--- config.mk ---
export PLATFORM = sky130hd
export DESIGN_NAME = mem_access_ctrl
export DESIGN_NICKNAME = d
export VERILOG_FILES = /design/src/rtl/mem_access_ctrl.sv
export SDC_FILE = /design/constraint.sdc
export NUM_CORES = 1
export LEC_CHECK = 0
export CORE_MARGIN = 2
export CORE_UTILIZATION = 31
export CTS_BUF_LIST = sky130_fd_sc_hd__clkbuf_4 sky130_fd_sc_hd__clkbuf_8
export CTS_CLUSTER_SIZE = 16
export DETAILED_ROUTE_END_ITERATION = 6
export GPL_ROUTABILITY_DRIVEN = 0
export HOLD_SLACK_MARGIN = 0.1
export PLACE_DENSITY = 0.8
export REMOVE_ABC_BUFFERS = 1
export SLEW_MARGIN = 20
export SYNTH_ARGS = -nofsm -noshare
export SYNTH_HDL_FRONTEND = slang
export SYNTH_SLANG_ARGS = --single-unit
--- constraint.sdc ---
create_clock -name CLK -period 1.6 [get_ports CLK]
set_input_delay 0.16 -clock CLK [delete_from_list [all_inputs] [get_ports CLK]]
set_output_delay 0.16 -clock CLK [all_outputs]
set_load 0.005 [all_outputs]
--- src/rtl/mem_access_ctrl.sv ---
// mem_access_ctrl: sequencing front end for the 256-word RAM/FLASH array.
// Turns valid/ready single or burst requests (up to 2^LEN_W beats) into raw
// ADDR/IN/WR strobes, holding each read beat in a response register until
// the consumer takes it. Burst addresses increment and wrap at 2^ADDR_W.

`ifndef DATA_BUS_LEN
`define DATA_BUS_LEN 32
`endif

module mem_access_ctrl #(
  parameter int DATA_W = `DATA_BUS_LEN,
  parameter int ADDR_W = 8,
  parameter int LEN_W  = 3
) (
  input  logic              CLK,
  input  logic              RST,
  input  logic              REQ_VALID,
  output logic              REQ_READY,
  input  logic              REQ_WR,
  input  logic [ADDR_W-1:0] REQ_ADDR,
  input  logic [LEN_W-1:0]  REQ_LEN,
  input  logic              WDATA_VALID,
  input  logic [DATA_W-1:0] WDATA,
  output logic              WDATA_READY,
  output logic              RDATA_VALID,
  output logic [DATA_W-1:0] RDATA,
  input  logic              RDATA_READY,
  output logic              DONE,
  output logic [DATA_W-1:0] MEM_ADDR,
  output logic [DATA_W-1:0] MEM_IN,
  output logic              MEM_WR,
  input  logic [DATA_W-1:0] MEM_OUT
);

  localparam logic [1:0] IDLE  = 2'd0;
  localparam logic [1:0] READ  = 2'd1;
  localparam logic [1:0] RHOLD = 2'd2;
  localparam logic [1:0] WRITE = 2'd3;

  localparam logic [ADDR_W-1:0] ADDR_ONE = {{(ADDR_W-1){1'b0}}, 1'b1};
  localparam logic [LEN_W-1:0]  LEN_ONE  = {{(LEN_W-1){1'b0}}, 1'b1};

  logic [1:0]        state;
  logic [ADDR_W-1:0] cur_addr;
  logic [LEN_W-1:0]  remain;
  logic              in_write;

  assign in_write    = (state == WRITE);
  assign REQ_READY   = (state == IDLE);
  assign WDATA_READY = in_write;
  assign MEM_ADDR    = {{(DATA_W-ADDR_W){1'b0}}, cur_addr};
  assign MEM_IN      = in_write ? WDATA : '0;
  // The write strobe is combinational so the array stores on the same edge
  // the beat is accepted; reset masks it so an aborted burst writes nothing.
  assign MEM_WR      = in_write && WDATA_VALID && !RST;

  // Burst sequencer: address/length bookkeeping, read capture and DONE pulse.
  always_ff @(posedge CLK) begin
    if (RST) begin
      state       <= IDLE;
      cur_addr    <= '0;
      remain      <= '0;
      RDATA       <= '0;
      RDATA_VALID <= 1'b0;
      DONE        <= 1'b0;
    end else begin
      DONE <= 1'b0;
      case (state)
        IDLE: begin
          if (REQ_VALID) begin
            cur_addr <= REQ_ADDR;
            remain   <= REQ_LEN;
            state    <= REQ_WR ? WRITE : READ;
          end
        end
        READ: begin
          RDATA       <= MEM_OUT;
          RDATA_VALID <= 1'b1;
          state       <= RHOLD;
        end
        RHOLD: begin
          if (RDATA_READY) begin
            RDATA_VALID <= 1'b0;
            if (remain == '0) begin
              state <= IDLE;
              DONE  <= 1'b1;
            end else begin
              cur_addr <= cur_addr + ADDR_ONE;
              remain   <= remain - LEN_ONE;
              state    <= READ;
            end
          end
        end
        WRITE: begin
          if (WDATA_VALID) begin
            if (remain == '0) begin
              state <= IDLE;
              DONE  <= 1'b1;
            end else begin
              cur_addr <= cur_addr + ADDR_ONE;
              remain   <= remain - LEN_ONE;
            end
          end
        end
        default: state <= IDLE;
      endcase
    end
  end

endmodule

### Word level (Yosys, flattened, before mapping)

Cells that the tools add are included.

| word-level totals | value |
|---|---|
| latch bits | 0 |
| word-level logic and storage cells | 49 |
| ROM bits | 0 |
| flip-flop bits (word level) | 47 |
| output and inout port bits | 101 |
| RAM bits | 0 |
| bits of input ports | 81 |
| memories | 0 |

| operators by class | value |
|---|---|
| div/mod/pow operators | 0 |
| shift-type cells | 0 |
| add/subtract/negate cells | 2 |
| equal/unequal tests | 7 |
| bitwise operators | 0 |
| multipliers | 0 |
| order comparisons | 0 |
| reduce and logical (&&, ||, !) cells | 10 |
| multiplexer cells | 24 |

Operator list:

| operator | count |
|---|---|
| 2-to-1 mux 32 bit | 1 |
| 2-to-1 mux 8 bit | 4 |
| case mux 8 bit (3 select lines) | 1 |
| 2-to-1 mux 3 bit | 4 |
| 2-to-1 mux 2 bit | 5 |
| case mux 3 bit (3 select lines) | 1 |
| adder 8 x 1 -> 8 bit (second input constant) | 1 |
| case mux 2 bit (4 select lines) | 1 |
| AND reduction 4 bit | 2 |
| != test 2 bit (second input constant) | 3 |
| 2-to-1 mux 1 bit | 5 |
| equality test 2 bit (second input constant) | 2 |
| case mux 1 bit (2 select lines) | 2 |
| logical NOT 3 bit | 1 |
| nonzero test 3 bit | 1 |
| subtractor 3 x 1 -> 3 bit (second input constant) | 1 |
| equality test 2 x 1 -> 1 bit (second input constant) | 1 |
| logical AND 1 bit | 2 |
| logical NOT 2 bit | 1 |
| != test 2 x 1 -> 1 bit (second input constant) | 1 |
| AND reduction 2 bit | 1 |
| nonzero test 2 bit | 1 |
| logical NOT 1 bit | 1 |

### Depth between registers and ports, before layout

Gate-level depths: netlist of the first run.

| logic depth | value |
|---|---|
| depth in word-level cells | 4 |
| depth in mapped cells | 7 |

### Least setup slack after synthesis of the first run

OpenSTA, ideal clock, no wires.

| timing | value |
|---|---|
| path type | register to register |
| start point | register remain[0] |
| end point | register cur_addr[7] |
| setup time | 0.134 ns |
| cell stages (with the launch flop) | 8 |
| slack | 0.007 ns |
| data arrival time | 1.459 ns |
| path through | dfxtp_1 -> inv_1 -> ha_1 -> ha_1 -> nand2b_1 -> nor2_1 -> a2bb2oi_1 -> a31oi_1 |

| on the way | value |
|---|---|
| longest elaborated chain between the ends | 4 |

RTL lines:

| what | RTL line | RTL |
|---|---|---|
| start, declared | 45 | `logic [LEN_W-1:0] remain;` |
| start signal, assigned | 89 | `remain <= remain - LEN_ONE;` |
| start signal, assigned | 101 | `remain <= remain - LEN_ONE;` |
| logical NOT 3 bit (*) | 84, 96 |  |
| 2-to-1 mux 8 bit (*) | n/a |  |
| 2-to-1 mux 8 bit (on tied branches) | n/a |  |
| case mux 8 bit (3 select lines) (*) | n/a |  |
| end signal, assigned | 88 | `cur_addr <= cur_addr + ADDR_ONE;` |
| end signal, assigned | 100 | `cur_addr <= cur_addr + ADDR_ONE;` |
| end, declared | 44 | `logic [ADDR_W-1:0] cur_addr;` |

Mark *: on every way between the ends. The rest lies on a longest branch, timed or not. The select of a mux whose other input is x is not followed.
A chain may end at the register's enable or synchronous reset.

### Final worst setup path of the first run

| timing | value |
|---|---|
| start point | register remain[0] |
| end point | register cur_addr[5] |

Same word-level chain as after synthesis.

==> key figures, run 1 <==
Status
  – Outcome: complete, no violations

Drt
  – Vias per inst: 4.64
  – Final wirelength: 8130 µm
  – Drt first pass iters: 4
  – WL/cell: 13.9 µm
  – Residual DRC: 0
  – DRT iter0 DRCs: 84
  – Via count: 2707
  – Routed Antenna Nets: 0

Power and ir drop
  – Sequential power share: 42.8%
  – Clock share of power: 22.1%
  – Total power: 0.00313 W
  – Switching power: 0.000928 W
  – Sw Share: roughly 30%
  – Pwr/cell area: slightly above 700 nW/µm²
  – Int Pwr: between 0.002 and 0.0025 W
  – Static leakage: about 1.9 nW
  – Maximum VDD drop: 0.000395 V
  – Comb pwr share: 35.1%

STA
  – # setup viols final: 0
  – Min Tclk post-route: 1.55 ns
  – Clock Skew: about 0.01 ns
  – Final Cycle Share: a little over nine tenths
  – Final hold violation count: 0
  – Unrepaired setup endpoints after global routing: yes
  – Slew Viols, Final: 0
  – Max Clk Rate: about 0.64 GHz

Floorplanning
  – Starting Density: about a third
  – Num ports: 182
  – Die Area: 8430 µm²
  – Die height: 91.8 µm
  – Core footprint: 7610 µm²
  – Rows: 32
  – Die width: about 92 µm

Setup path
  – Critical path endpoint category: register
  – Crit-path max cell delay: 0.34 ns
  – WP data arrival: approximately 1.8 ns
  – Number of buffers and inverters on the critical path: 1
  – CP delay by family, top: compound AO/OA/AOI/OAI gates
  – CP most frequent cell: ha_2
  – Crit Path Category: register to register
  – Critical-path cell list: inv_2 > ha_2 > ha_2 > nand2b_4 > o21bai_4 > a21oi_2 > a211oi_2
  – Required @ worst endpoint: between 1.5 and 2 ns
  – Crit Path Max Fanout: 8
  – Crit-path slowest cell: dfxtp_2
  – CP startpoint kind: register

Yosys
  – Cell variety after synth: 38
  – Number of enable flip-flop cells after synthesis: 0
  – Avg Inst Size Synth: 7.64 µm²
  – Post-synthesis async set-or-reset flop share: 0%
  – Yosys warning count: 0
  – Post-synth top flop: dfxtp_1
  – Cell area after synthesis: 2390 µm²
  – Gate Count Post-Synth: 313
  – Synth Register Bits: 47
  – Register area share after synthesis: between 30% and 40%

Finish
  – N_diodes: 0
  – Final core utilization: a little under three fifths
  – Most frequent cells in the layout: clkdlybuf4s50_1, nand2_1, dfxtp_1, a21oi_1, dlygate4sd2_1
  – Nets: 566
  – Most common cell after layout, fill and taps aside: clkdlybuf4s50_1
  – Layout cells sized above 1: 12.0%
  – Layout area overhead: 81.0%

CTS
  – Hold bufs inserted after CTS: 0
  – Clk sinks: 47
  – CTS tree: built
  – CTS Buf Count: 5
  – Root Driver: clkbuf_8
  – Clk buf depth: 2
  – Clock-pin slew on the worst setup and hold paths: 0.09 ns
  – Worst skew pair latency: ~0.30 ns
  – H-tree depth: 2

Global route
  – First-pass GRT wire length: between 10000 and 15000 µm
  – GR Overflow Total: 0
  – Largest net degree at the start of global routing: 46
  – Initial antenna violation count: 0
  – Gr usage total: a little under a fifth
  – Vias in the first global route: 2519

Flow run
  – Max Cap Viol: 0

Hold path
  – Worst min path class: input port to register

Placement
  – IO buf count: 157
  – Dpl hpwl: roughly 5800 µm
[synthesized netlist by cell type, types with 4 or more instances]
library cell  number  area share (%)
nand2_1           74              12
nand3_1            5             1.0
buf_4             25             7.8
mux2i_1            4             1.7
clkbuf_1          17             2.7
and3_1            33             8.6
o21ai_0            8             1.7
dfxtp_1           47              39
inv_1             11             1.7
nor2_1            10             1.6
a21oi_1           37             7.7
a211oi_1           5             1.6
[flip-flops by register name (all words and copies together), names as in the netlist]
register     cells
state            2
DONE             1
RDATA_VALID      1
remain           3
RDATA           32
cur_addr         8
[area by class of cell]
cell class / instances / area, µm²
clock inverter: 2 / 13.8
tap: 102 / 128
multi-input combinational: 232 / 1300
timing repair buffer: 185 / 1830
sequential: 47 / 950
inverter: 11 / 41.3
fill: 689 / 3280
clock buffer: 5 / 68.8
[logic make-up (layout without fill, tap and decap cells)]
logic type      after synthesis  in the layout  synth area share, %
simple gates                133            133                 25.9
other cells                   1             24                0.157
compound gates               67             67                 17.4
buf+inv                      57            203                 13.0
fa+ha+maj                     3              3                 1.57
flops                        47             47                 39.4
mux                           5              5                 2.62
[power by group through the flow]
stage	logic [W]	registers, W	clock network [W]
detailed placement	0.000984	0.00136	0
global placement	0.000960	0.00136	0
CTS	0.00106	0.00134	0.000719
finish	0.00110	0.00134	0.000692
global route	0.00119	0.00136	0.000764
floorplan	0.000311	0.00140	0
[what timing repair did]
action	in CTS	in global routing
endpoints found under the setup margin	46	13
resized for setup	52	17
cloned	1	0
pin swaps	3	4
setup buffers	7	1
[metal layers]
| layer | wire, µm | vias up | global-route usage (%) |
|---|---|---|---|
| met5 | 0 | - | 0 |
| met2 | 4140 | 108 | 32.7 |
| li1 | - | 1342 | - |
| met1 | 3330 | 1233 | 22.1 |
| met3 | 503 | 24 | 3.37 |
| met4 | 163 | 0 | 5.47 |
[tightest hold or removal path, cell delays in order]
cell	delay (ns)
clkdlybuf4s50_1	0.40
nand2_1	0.06
a21oi_1	0.05
[final timing paths]
path,start,to,slack (ns),cells after the start
setup / recovery,remain[0],cur_addr[5],0.05,7
hold / removal,MEM_OUT[18],RDATA[18],0.40,3
setup reg to reg,remain[0],cur_addr[5],0.05,7
hold reg to reg,RDATA[7],RDATA[7],0.46,2
[stage by stage]
step	hold WS, ns	area (µm²)	TNS (ns)	instances	setup WS (ns)
CTS	0.394	4280	0	584	0.0139
global route	0.400	4330	-0.0189	584	-0.0159
finish	0.401	4330	0	584	0.0495
floorplan	0.225	2210	-25.70	290	-0.702
detailed placement	0.446	4110	-0.218	569	-0.0550
global placement	0.441	4110	-0.0414	569	-0.0414
(Power assumes the default switching activity.)
==> run 2: changes to the inputs <==
--- a/config.mk
+++ b/config.mk
@@ -8,11 +8,10 @@
 export CORE_MARGIN = 2
 export CORE_UTILIZATION = 31
 export CTS_BUF_LIST = sky130_fd_sc_hd__clkbuf_4 sky130_fd_sc_hd__clkbuf_8
-export CTS_CLUSTER_SIZE = 16
 export DETAILED_ROUTE_END_ITERATION = 6
 export GPL_ROUTABILITY_DRIVEN = 0
 export HOLD_SLACK_MARGIN = 0.1
-export PLACE_DENSITY = 0.8
+export PLACE_DENSITY = 0.78
 export REMOVE_ABC_BUFFERS = 1
 export SLEW_MARGIN = 20
 export SYNTH_ARGS = -nofsm -noshare
==> key figures, run 2 (synthesis results as in run 1) <==
Placement
  – Dpl hpwl: 5740 µm (-1.6%)
  – Post-DP Area: 4090 µm² (-0.43%)
  – Placed Cells: 565 (-0.70%)
  – Setup WS pre-CTS: -0.0502 ns (+0.00482 ns)
  – IO buf count: 157 (unchanged)

Drt
  – DRT iter0 DRCs: 95 (+13%)
  – Residual DRC: 0 (unchanged)
  – Vias per inst: 4.62 (-0.38%)
  – Via count: 2706 (-0.037%)
  – Drt first pass iters: 7 (+3)
  – Final wirelength: 8460 µm (+4.0%)
  – Routed Antenna Nets: 0 (unchanged)
  – WL/cell: 14.4 µm (+3.6%)

Setup path
  – WP data arrival: 1.46 ns (-0.32 ns)
  – Crit Path Max Fanout: 10 (+2)
  – Crit Path Category: register to output port
  – Critical path endpoint category: output port
  – Flop-to-flop setup slack: -0.01 ns (-0.06 ns)
  – Required @ worst endpoint: 1.44 ns (-0.39 ns)
  – CP startpoint kind: register

Finish
  – Layout area overhead: 86.2%
  – Biggest register: RDATA
  – Most frequent cells in the layout: clkdlybuf4s50_1, nand2_1, dfxtp_1, a21oi_1, and3_1
  – Final instance area: 4450 µm² (+2.9%)
  – Final core utilization: 58.5% (+1.6 points)
  – Most common cell after layout, fill and taps aside: clkdlybuf4s50_1
  – Max reg flops: 32 (unchanged)
  – Layout Cells excl Fill: 586 (+0.34%)
  – Nets: 567 (+0.18%)
  – Top flop regs: RDATA: 32 flops, cur_addr: 8 flops, remain: 3 flops
  – N_diodes: 0 (unchanged)
  – Layout cells sized above 1: 13.4% (+1.4 points)

Global route
  – Largest net degree at the start of global routing: 46 (unchanged)
  – Vias in the first global route: 2579 (+2.4%)
  – Initial antenna violation count: 0 (unchanged)
  – Gr usage total: 19.3% (+1.0 points)
  – GR Overflow Total: 0 (unchanged)
  – First-pass GRT wire length: 13200 µm (+6.0%)

STA
  – Hold WS: 0.403 ns (+0.00139 ns)
  – Slew Viols, Final: 0 (unchanged)
  – Clock Skew: 0.00568 ns (-0.00435 ns)
  – Max Clk Rate: 0.619 GHz (-4.0%)
  – Slew @ Worst Pin: approximately 0.52 ns
  – Final Cycle Share: 101% (+4.1 points)
  – # setup viols final: 8 (+8)
  – Unrepaired setup endpoints after global routing: yes
  – Final hold violation count: 0 (unchanged)
  – Worst slew margin: 65.0%
  – Worst setup margin: -0.0159 ns (-0.0654 ns)
  – Min Tclk post-route: 1.62 ns (+0.0654 ns)

Floorplanning
  – Starting Density: 31.4% (unchanged)
  – Core footprint: 7610 µm² (unchanged)
  – Die width: 91.8 µm (unchanged)
  – Rows: 32 (unchanged)
  – Num ports: 182 (unchanged)
  – Die Area: 8430 µm² (unchanged)
  – Die height: 91.8 µm (unchanged)

Power and ir drop
  – Maximum VDD drop: 0.000351 V (-11%)
  – Comb pwr share: 34.6% (-0.5 points)
  – Int Pwr: 0.00243 W (+10%)
  – Sw Share: 27.9% (-1.7 points)
  – Switching power: 0.000944 W (+1.8%)
  – Static leakage: 1.93 nW (+1.9%)
  – Sequential power share: 39.8% (-3.0 points)
  – Clock share of power: 25.6% (+3.5 points)
  – Pwr/cell area: 758 nW/µm² (+4.8%)

CTS
  – Worst skew pair latency: 0.30 ns (about the same)
  – Clk sinks: 47 (unchanged)
  – Clk buf depth: 2 (unchanged)
  – Root Driver: clkbuf_8
  – CTS Buf Count: 5 (unchanged)
  – Clock-pin slew on the worst setup and hold paths: 0.09 ns (about the same)
  – Hold bufs inserted after CTS: 0 (unchanged)
  – CTS tree: built
  – H-tree depth: 2 (unchanged)

Flow run
  – Max Cap Viol: 0 (unchanged)

Hold path
  – Worst min path class: input port to register

Status
  – Failing checks: negative setup slack
  – Outcome: finished with violations
==> run 2: changes by cell type in the layout (fill, tap and decap cells not counted), moves of 2 or more <==
cell / before / now
buf_4: 18 / 14
bufbuf_16: 0 / 2
ha_1: 1 / 3
clkbuf_2: 0 / 5
ha_2: 2 / 0
dlygate4sd2_1: 34 / 26
clkdlybuf4s15_1: 1 / 3
buf_12: 4 / 6
==> run 2: worst paths after layout <==
check,endpoint,start,cells after the start
max,MEM_IN[18],state[0],5
min,RDATA[2],MEM_OUT[2],3
max reg2reg,cur_addr[5],state[0],7
min reg2reg,RDATA[27],RDATA[27],2
==> run 2: repair_timing <==
item                                   CTS  global route
setup endpoints to repair               42            15
endpoints found under the hold margin    0             0
pin swaps                                4            11
setup buffers                            5             4
gates cloned                             4             0
gates resized for setup                 54            29
==> run 2: metal layers <==
| metal | GRT usage [%] | wire length, µm | up-vias |
|---|---|---|---|
| met1 | 23.3 | 3390 | 1244 |
| met2 | 35.4 | 4490 | 97 |
| li1 | - | - | 1349 |
| met5 | 0 | 0 | - |
| met3 | 2.79 | 368 | 16 |
| met4 | 5.60 | 204 | 0 |
==> run 2: critical path, stage by stage (launching register included) <==
cell and delay (ns):
dfxtp_4 0.38, buf_12 0.13, buf_16 0.12, buf_6 0.13
and3_1 0.15, dlygate4sd2_1 0.26
==> run 2: through the flow <==
step	power (W)	TNS (ns)
4_1_cts	0.00334	0
5_1_grt	0.00357	-0.658
3_5_place_dp	0.00234	-0.0846
6_report	0.00338	-0.0810
3_3_place_gp	0.00231	0
2_1_floorplan	0.00171	-25.70
==> run 2: cell type report <==
| cell class | instances | area [µm²] |
|---|---|---|
| sequential | 47 | 951 |
| clock inverter | 3 | 43.8 |
| tap | 102 | 128 |
| multi-input combinational | 232 | 1310 |
| clock buffer | 5 | 68.8 |
| inverter | 11 | 41.3 |
| timing repair buffer | 186 | 1910 |
| fill | 706 | 3150 |
==> run 2: power groups by stage <==
stage	logic [W]	clock network, W	registers, W
after floorplan	0.000311	0	0.00140
after global placement	0.000957	0	0.00136
after detailed placement	0.000977	0	0.00136
after CTS	0.00111	0.000887	0.00134
after global routing	0.00127	0.000943	0.00136
final	0.00117	0.000865	0.00134
==> run 3: changes to the inputs <==
--- a/config.mk
+++ b/config.mk
@@ -10,7 +10,6 @@
 export CTS_BUF_LIST = sky130_fd_sc_hd__clkbuf_4 sky130_fd_sc_hd__clkbuf_8
 export DETAILED_ROUTE_END_ITERATION = 6
 export GPL_ROUTABILITY_DRIVEN = 0
-export HOLD_SLACK_MARGIN = 0.1
 export PLACE_DENSITY = 0.78
 export REMOVE_ABC_BUFFERS = 1
 export SLEW_MARGIN = 20
==> results of run 3 <==
No change in the layout: final DEF, timing and power equal those of run 2.
